==> config.mk <==
export PLATFORM = sky130hd
export DESIGN_NAME = branch_target_buffer
export DESIGN_NICKNAME = d
export VERILOG_FILES = /design/src/rtl/branch_pkg.sv /design/src/rtl/branch_resolve_unit.sv /design/src/rtl/branch_target_buffer.sv
export SDC_FILE = /design/constraint.sdc
export NUM_CORES = 2
export LEC_CHECK = 0
export CAP_MARGIN = 20
export CORE_ASPECT_RATIO = 0.6
export CORE_UTILIZATION = 50
export DETAILED_ROUTE_END_ITERATION = 10
export HOLD_SLACK_MARGIN = 0.12
export PLACE_DENSITY_LB_ADDON = 0.2
export SLEW_MARGIN = 20
export SYNTH_ARGS = -nofsm -noshare
export SYNTH_HDL_FRONTEND = slang
export SYNTH_HIERARCHICAL = 1
export SYNTH_SLANG_ARGS = --single-unit
==> constraint.sdc <==
create_clock -name i_clk -period 6 [get_ports i_clk]
set_input_delay 0.6 -clock i_clk [delete_from_list [all_inputs] [get_ports i_clk]]
set_output_delay 0.6 -clock i_clk [all_outputs]
set_load 0.1 [all_outputs]
==> src/rtl/branch_pkg.sv <==
// Shared types for the branch target buffer: 2-bit direction counter,
// table entry layout and the saturating counter step.
package branch_pkg;

  localparam int PC_W = 32;

  typedef enum logic [1:0] {SNT, WNT, WT, ST} bp_ctr_e;

  // Tag is kept full-width and holds pc >> (IDX_W+2); upper bits are simply zero.
  typedef struct packed {
    logic            valid;
    logic [PC_W-1:0] tag;
    logic [PC_W-1:0] target;
    bp_ctr_e         ctr;
  } btb_entry_t;

  function automatic bp_ctr_e ctr_next(bp_ctr_e ctr, logic taken);
    bp_ctr_e nxt;
    nxt = ctr;
    if (taken && ctr != ST) begin
      nxt = bp_ctr_e'(ctr + 2'd1);
    end else if (!taken && ctr != SNT) begin
      nxt = bp_ctr_e'(ctr - 2'd1);
    end
    return nxt;
  endfunction

endpackage

==> src/rtl/branch_resolve_unit.sv <==
// Resolves EX branches: mispredict detection, registered redirect pulse
// and branch/mispredict statistics.
module branch_resolve_unit #(
  parameter int PC_W = branch_pkg::PC_W
) (
  input  logic            clk,
  input  logic            rst_n,
  input  logic            ex_valid,
  input  logic [PC_W-1:0] ex_pc,
  input  logic            ex_taken,
  input  logic [PC_W-1:0] ex_target,
  input  logic            ex_pred_taken,
  input  logic [PC_W-1:0] ex_pred_target,
  output logic            mispredict,
  output logic [PC_W-1:0] redirect_pc,
  output logic [31:0]     branch_cnt,
  output logic [31:0]     mispred_cnt
);

  logic            mispredict_now;
  logic [PC_W-1:0] correct_pc;

  // A taken branch with the right direction can still mispredict on target.
  assign mispredict_now = ex_valid &&
                          ((ex_taken != ex_pred_taken) ||
                           (ex_taken && (ex_target != ex_pred_target)));
  assign correct_pc = ex_taken ? ex_target : ex_pc + PC_W'(4);

  always_ff @(posedge clk) begin
    if (!rst_n) begin
      mispredict  <= 1'b0;
      redirect_pc <= '0;
      branch_cnt  <= '0;
      mispred_cnt <= '0;
    end else begin
      mispredict <= mispredict_now;
      if (mispredict_now) begin
        redirect_pc <= correct_pc;
      end
      if (ex_valid) begin
        branch_cnt <= branch_cnt + 32'd1;
      end
      if (mispredict_now) begin
        mispred_cnt <= mispred_cnt + 32'd1;
      end
    end
  end

endmodule

==> src/rtl/branch_target_buffer.sv <==
// Direct-mapped, flop-based branch target buffer with combinational fetch lookup
// and EX-side training; resolution and statistics live in branch_resolve_unit.
module branch_target_buffer #(
  parameter int ENTRIES = 16,
  parameter int PC_W    = branch_pkg::PC_W
) (
  input  logic            i_clk,
  input  logic            i_rst_n,
  input  logic [PC_W-1:0] i_if_pc,
  output logic            o_if_hit,
  output logic            o_if_taken,
  output logic [PC_W-1:0] o_if_target,
  output logic [PC_W-1:0] o_if_next_pc,
  input  logic            i_ex_valid,
  input  logic [PC_W-1:0] i_ex_pc,
  input  logic            i_ex_taken,
  input  logic [PC_W-1:0] i_ex_target,
  input  logic            i_ex_pred_taken,
  input  logic [PC_W-1:0] i_ex_pred_target,
  output logic            o_mispredict,
  output logic [PC_W-1:0] o_redirect_pc,
  output logic [31:0]     o_branch_cnt,
  output logic [31:0]     o_mispred_cnt
);

  import branch_pkg::*;

  localparam int IDX_W = $clog2(ENTRIES);

  btb_entry_t       entries_q [ENTRIES];
  btb_entry_t       if_entry;
  btb_entry_t       ex_entry;
  logic [IDX_W-1:0] if_idx;
  logic [IDX_W-1:0] ex_idx;
  logic [PC_W-1:0]  if_tag;
  logic [PC_W-1:0]  ex_tag;
  logic             ex_hit;

  assign if_idx   = i_if_pc[IDX_W+1:2];
  assign if_tag   = i_if_pc >> (IDX_W + 2);
  assign ex_idx   = i_ex_pc[IDX_W+1:2];
  assign ex_tag   = i_ex_pc >> (IDX_W + 2);
  assign if_entry = entries_q[if_idx];
  assign ex_entry = entries_q[ex_idx];
  assign ex_hit   = ex_entry.valid && (ex_entry.tag == ex_tag);

  // Lookup reads the registered table only, so a same-cycle update is not visible.
  assign o_if_hit     = if_entry.valid && (if_entry.tag == if_tag);
  assign o_if_taken   = o_if_hit && if_entry.ctr[1];
  assign o_if_target  = o_if_hit ? if_entry.target : '0;
  assign o_if_next_pc = o_if_taken ? if_entry.target : i_if_pc + PC_W'(4);

  always_ff @(posedge i_clk) begin
    if (!i_rst_n) begin
      for (int i = 0; i < ENTRIES; i++) begin
        entries_q[i] <= '{valid: 1'b0, tag: '0, target: '0, ctr: WNT};
      end
    end else if (i_ex_valid) begin
      if (ex_hit) begin
        entries_q[ex_idx].ctr <= ctr_next(ex_entry.ctr, i_ex_taken);
        if (i_ex_taken) begin
          entries_q[ex_idx].target <= i_ex_target;
        end
      end else if (i_ex_taken) begin
        // Taken misses claim the slot, evicting any alias; new entries start weak-taken.
        entries_q[ex_idx] <= '{valid: 1'b1, tag: ex_tag, target: i_ex_target, ctr: WT};
      end
    end
  end

  branch_resolve_unit #(
    .PC_W(PC_W)
  ) u_resolve (
    .clk            (i_clk),
    .rst_n          (i_rst_n),
    .ex_valid       (i_ex_valid),
    .ex_pc          (i_ex_pc),
    .ex_taken       (i_ex_taken),
    .ex_target      (i_ex_target),
    .ex_pred_taken  (i_ex_pred_taken),
    .ex_pred_target (i_ex_pred_target),
    .mispredict     (o_mispredict),
    .redirect_pc    (o_redirect_pc),
    .branch_cnt     (o_branch_cnt),
    .mispred_cnt    (o_mispred_cnt)
  );

endmodule
---- Yosys cells after proc, flatten, opt, wreduce, memory -nomap -nowiden ----
Memory sizes are Yosys's and may differ from the RTL's.
Cells that the tools add are included.
cells by class
  $add $sub $neg .......................... 6
  equal/unequal tests ..................... 5
  multiplexer cells ....................... 27
  bitwise logic cells ..................... 2
  reductions and logical operators ........ 11
operators with widths
  kind                   number
  $mux 32                4
  $add 32x1->32 const B  2
  $add 32x3->32 const B  2
  $eq 32x26->1           2
  $mux 61                1
  $reduce_or 61->1       1
  $ne 32x32->1           1
  $mux 1                 14
  $mux 2                 6
  $logic_and 1x1->1      7
  $mux 4                 1
  $mux 3                 1
  $add 2x1->2 const B    1
  $ne 2x2->1 const B     1
  $or 1x1->1             2
  $reduce_bool 2->1      1
  $sub 2x1->2 const B    1
  $logic_not 1->1        1
  $logic_or 1x1->1       1
  $ne 1x1->1             1
word-level totals
  bits in registers ....................... 97
  RAM bits ................................ 976
  input port bits ......................... 133
  word-level logic and storage cells ...... 56
  memories kept ........................... 1
memories
  memory     words  width  rd ports  clocked after memory_dff  write ports  RTL line                    text
  entries_q  16     61     2         0                         16           branch_target_buffer.sv:30  btb_entry_t entries_q [ENTRIES];

---- Longest topological paths before layout ----
An unclocked memory read counts as a cell.
  depth after elaboration ................. 10
  mapped depth ............................ 16
  gate-level depth less buffers ........... 10

---- By module ----
Netlist, hierarchy kept.
modules (own cells, without submodules)
  module                instances  cells an instance  area each (um^2)  seq. area each (um^2)
  branch_target_buffer  1          3,272              49,622.6          29,148.0
  branch_resolve_unit   1          671                5,499.0           1,941.9

---- Least setup slack after synthesis ----
OpenSTA, ideal clock, no wires.
  path type ............................... input to output
  start ................................... in i_if_pc[2]
  end ..................................... out o_if_next_pc[2]
  arrival ................................. 5.022 ns
  required time ........................... 5.400 ns
  slack ................................... 0.378 ns
  cell stages on the path ................. 13
  path buffers ............................ 6
  cell sequence ........................... buf_6 -> buf_6 -> buf_4 -> buf_2 -> buf_2 -> mux4_2 -> mux2i_1 -> a21oi_1 -> xnor2_1 -> nand4_1 -> nor4_4 -> buf_6 -> mux2i_1
on the way
  longest elaborated chain between the ends .. 5
  elaborated cells on any way between the ends .. 6
  those cells by class .................... add/sub: 1; eq/ne: 1; mux: 1; reduce/logical: 2; memory: 1
ends and longest elaborated chain
  element            RTL line                    text
  from (decl)        branch_target_buffer.sv:9   input logic [PC_W-1:0] i_if_pc,
  $mem_v2 16x61      -
  $eq 32x26->1       branch_target_buffer.sv:48  assign o_if_hit = if_entry.valid && (if_entry.tag == if_tag);
  $logic_and 1x1->1  branch_target_buffer.sv:48
  $logic_and 1x1->1  branch_target_buffer.sv:49  assign o_if_taken = o_if_hit && if_entry.ctr[1];
  $mux 32 *          branch_target_buffer.sv:51  assign o_if_next_pc = o_if_taken ? if_entry.target : i_if_pc + PC_W'(4);
  to (decl)          branch_target_buffer.sv:13  output logic [PC_W-1:0] o_if_next_pc,
Mark *: on every way between the ends. The rest lies on a longest branch, timed or not.

---- Worst setup path after layout ----
  start ................................... in i_if_pc[4]
  end ..................................... out o_if_next_pc[29]
Same word-level chain as after synthesis.

==> results.yml <==
detailed_routing:
  ant_nets: 0
  vias: 37300
  drc: 0
  wire_per_inst_um: 33.5
  dr.first_iter.drc_count: 6291
  dr.pass1.iters: 6
  via_per_inst: 6.53
  routed_wl_um: 191000
synth:
  yosysTopAreaCell: "edfxtp_1"
  ys.flop_type: "edfxtp_1"
  synth-xor-area-share_pct: 2.88
  ys_types: 73
  syn-cell-area_sq_um: 55100
  syn_inst: 3943
  synth_nets: 4082
  avgSynthCellArea_sq_um: 14.0
  ys_async_sr_fraction_pct: 0
  netlist_top_cells_area: "edfxtp_1 (52%), mux4_2 (15%), and2_1 (9.0%)"
  synth_top_family_by_area: "multiplexers"
  synthMuxAreaShare_pct: 18.7
  yosys.area_share.simple_pct: 15.6
  seq_area_frac_synth_pct: 56.4
  synth-adder-area-share_pct: 0.136
  synth_top_area_share_pct: 52.3
  synth-seq-cells: 1073
  ys.warnings.count: 6
  synth_compound_area_share_pct: 3.42
  synth_edf_count: 960
clock_network:
  cts_hold_buf: 0
  clkLatencyLatePin_ns: 0.72
  cts-root-buf: "clkbuf_16"
  clock_path_buffers: 3
  cts_inserted_buffers: 101
  ctsResizeCount: 0
  clk_pin_slew_worst_paths_ns: 0.07
  cts_tree: "built"
  htreeDepth: 3
  cts_setup_buffers: 0
  cts.sinks: 1073
setup_path:
  crit_path_max_incr_delay_ns: 0.84
  worst_setup_path_start_kind: "input pin"
  reg2reg_slack_ns: 1.71
  endpoint_kind: "output port"
  crit_path_frequent_cell: "nand4_1"
  path_class: "in -> out"
  required_ns: 5.40
  cp_slowest_cell: "nor2_1"
  critPathArrivalTime_ns: 5.15
  path_cells: "buf_6, buf_4, and3_1, and2_1, nand4_1, nor2_1, nand4_1, nor3_1, nand3_1, xnor2_1, mux2_2, buf_12"
  worstPathMaxFanout: 37
timing:
  maxSlewViolCount: 0
  max_freq_mhz: 174
  rsz0062_at_grt: "false"
  finClkSkew_ns: 0.0255
  period_minus_slack_ns: 5.75
  setup_ws_ns: 0.254
  setup_viol: 0
  relSlewSlack_pct: 21.9
  finalSetupTns_ns: 0
  final-hold-violation-count: 0
  tightest_slew_ns: 1.17
  finalCritPeriodShare_pct: 95.8
global_route:
  grt_use_met3_pct: 13.5
  antenna_found_initial: 18
  grt.total_usage_pct: 34.2
  grtUsageMet2_pct: 46.9
  busiest_layer: "met1"
  grt_pass1_vias: 35300
  grt_util_met1_pct: 50.4
  grt_pass1_wl_um: 270000
  overflow: 0
  grt_max_degree: 97
flow_run:
  maxCapViolations: 0
placement:
  io_buffers: 295
  gp_congestion: 0.952
  hpwl_um: 121000
  pre_cts_slack_ns: 0.318
final_layout:
  syn_to_final_growth_pct: 16.4
  fin_nets: 4278
  drive_above_1_share_pct: 21.7
  fill_cells: 8158
floorplanning:
  dieArea_sq_um: 112000
  die_w_um: 431
  die_y_um: 259
  core_area_sq_um: 108000
  initial_core_util_pct: 50.9
  num_rows: 93
  io_pins: 296
power:
  peakVddDrop_mv: 0.264
  powerDensity_nw_per_um2: 278
  leakage_uw: 0.0225
worst_hold_path:
  worstHoldPathType: "in -> reg"
outcome:
  status: "finished, final reports clean"
## cell usage in the layout (no fill, tap or decap), types with 45 or more instances in the layout
| cell | synthesis | routed |
|---|---|---|
| a21oi_1 | 47 | 47 |
| and2_1 | 793 | 792 |
| and3_1 | 148 | 145 |
| buf_12 | 0 | 79 |
| buf_4 | 15 | 147 |
| clkbuf_16 | 0 | 103 |
| clkdlybuf4s50_1 | 0 | 219 |
| dfxtp_1 | 113 | 113 |
| edfxtp_1 | 960 | 960 |
| mux2_2 | 56 | 56 |
| mux2i_1 | 120 | 120 |
| mux4_2 | 375 | 375 |
| nand2_1 | 116 | 102 |
| nand3_1 | 77 | 77 |
| nor2_1 | 103 | 77 |
| nor2b_1 | 47 | 45 |
| o21ai_0 | 96 | 79 |
| xnor2_1 | 117 | 117 |
| xor2_1 | 64 | 64 |
## sequential cells by signal, indices dropped and copies added (netlist names)
| signal | cells |
|---|---|
| entries_q | 976 |
| u_resolve/mispred_cnt | 32 |
| u_resolve/branch_cnt | 32 |
| u_resolve/mispredict | 1 |
| u_resolve/redirect_pc | 32 |
## power by group
group | leakage [uW] | switching (uW) | internal, uW
Sequential | 0.0101 | 174 | 8510
Clock | 0.00167 | 3020 | 3750
Combinational | 0.0108 | 1480 | 883
Total | 0.0225 | 4670 | 13100
## worst max-delay path, delay by kind of cell
| family | cells | cell delay, ns |
|---|---|---|
| simple gates | 7 | 2.90 |
| buf+inv | 3 | 1.09 |
| mux | 1 | 0.32 |
| xor+xnor | 1 | 0.19 |
## kinds of logic after synthesis
family / Yosys count
AO/OA/AOI/OAI: 288
XOR/XNOR: 181
adder cells (fa/ha/maj): 6
buffers and inverters: 378
flip-flops: 1073
multiplexers: 553
AND/OR/NAND/NOR: 1464
## final timing paths
| check | start | endpoint | depth (start not counted) |
|---|---|---|---|
| setup reg to reg | entries_q[14][47] | entries_q[12][39] | 10 |
| hold / removal | i_rst_n | u_resolve/mispred_cnt[12] | 2 |
| hold reg to reg | entries_q[2][60] | entries_q[2][60] | 1 |
| setup / recovery | i_if_pc[4] | o_if_next_pc[29] | 12 |
## cell usage after synthesis (23+ instances only)
library cell  instances
nor2_1              103
mux2i_1             120
and2_1              793
xnor2_1             117
and3_1              148
o31ai_1              23
mux4_2              375
buf_2                66
xor2_1               64
o21ai_0              96
nand3_1              77
mux2_2               56
nor3_1               43
a21oi_1              47
nand2_1             116
nor2b_1              47
nor4_1               24
edfxtp_1            960
clkbuf_1            253
dfxtp_1             113
nand4_1              41
## metal layers
| layer | vias to the layer above | routed length [um] |
|---|---|---|
| li1 | 15300 | - |
| met2 | 2827 | 78900 |
| met3 | 293 | 31700 |
| met4 | 2 | 5210 |
| met1 | 18900 | 75500 |
| met5 | - | 13 |
## through the flow
| stage | power, uW | hold slack [ns] | util (%) | instances | instance area [sq um] |
|---|---|---|---|---|---|
| 2_1_floorplan | 10100 | 0.440 | - | 3943 | 55100 |
| 3_3_place_gp | 11100 | 0.454 | 56.1 | 5508 | 60700 |
| 3_5_place_dp | 11100 | 0.462 | 56.1 | 5508 | 60700 |
| 4_1_cts | 17800 | 0.314 | 59.2 | 5697 | 64100 |
| 5_1_grt | 18200 | 0.347 | 59.2 | 5702 | 64200 |
| 6_report | 17800 | 0.348 | 59.2 | 5704 | 64200 |
## final cells by class
class                      instances  area [sq um]  area share, %
clock inverter                    69           728           1.13
antenna                            7          17.5         0.0273
inverter                          18          67.6          0.105
tap                             1472          1840           2.87
multi-input combinational       2492         22800           35.5
sequential                      1073         31100           48.5
timing repair buffer             453          4960           7.73
clock buffer                     120          2690           4.19
No activity file was read; power rests on OpenSTA's default activity.
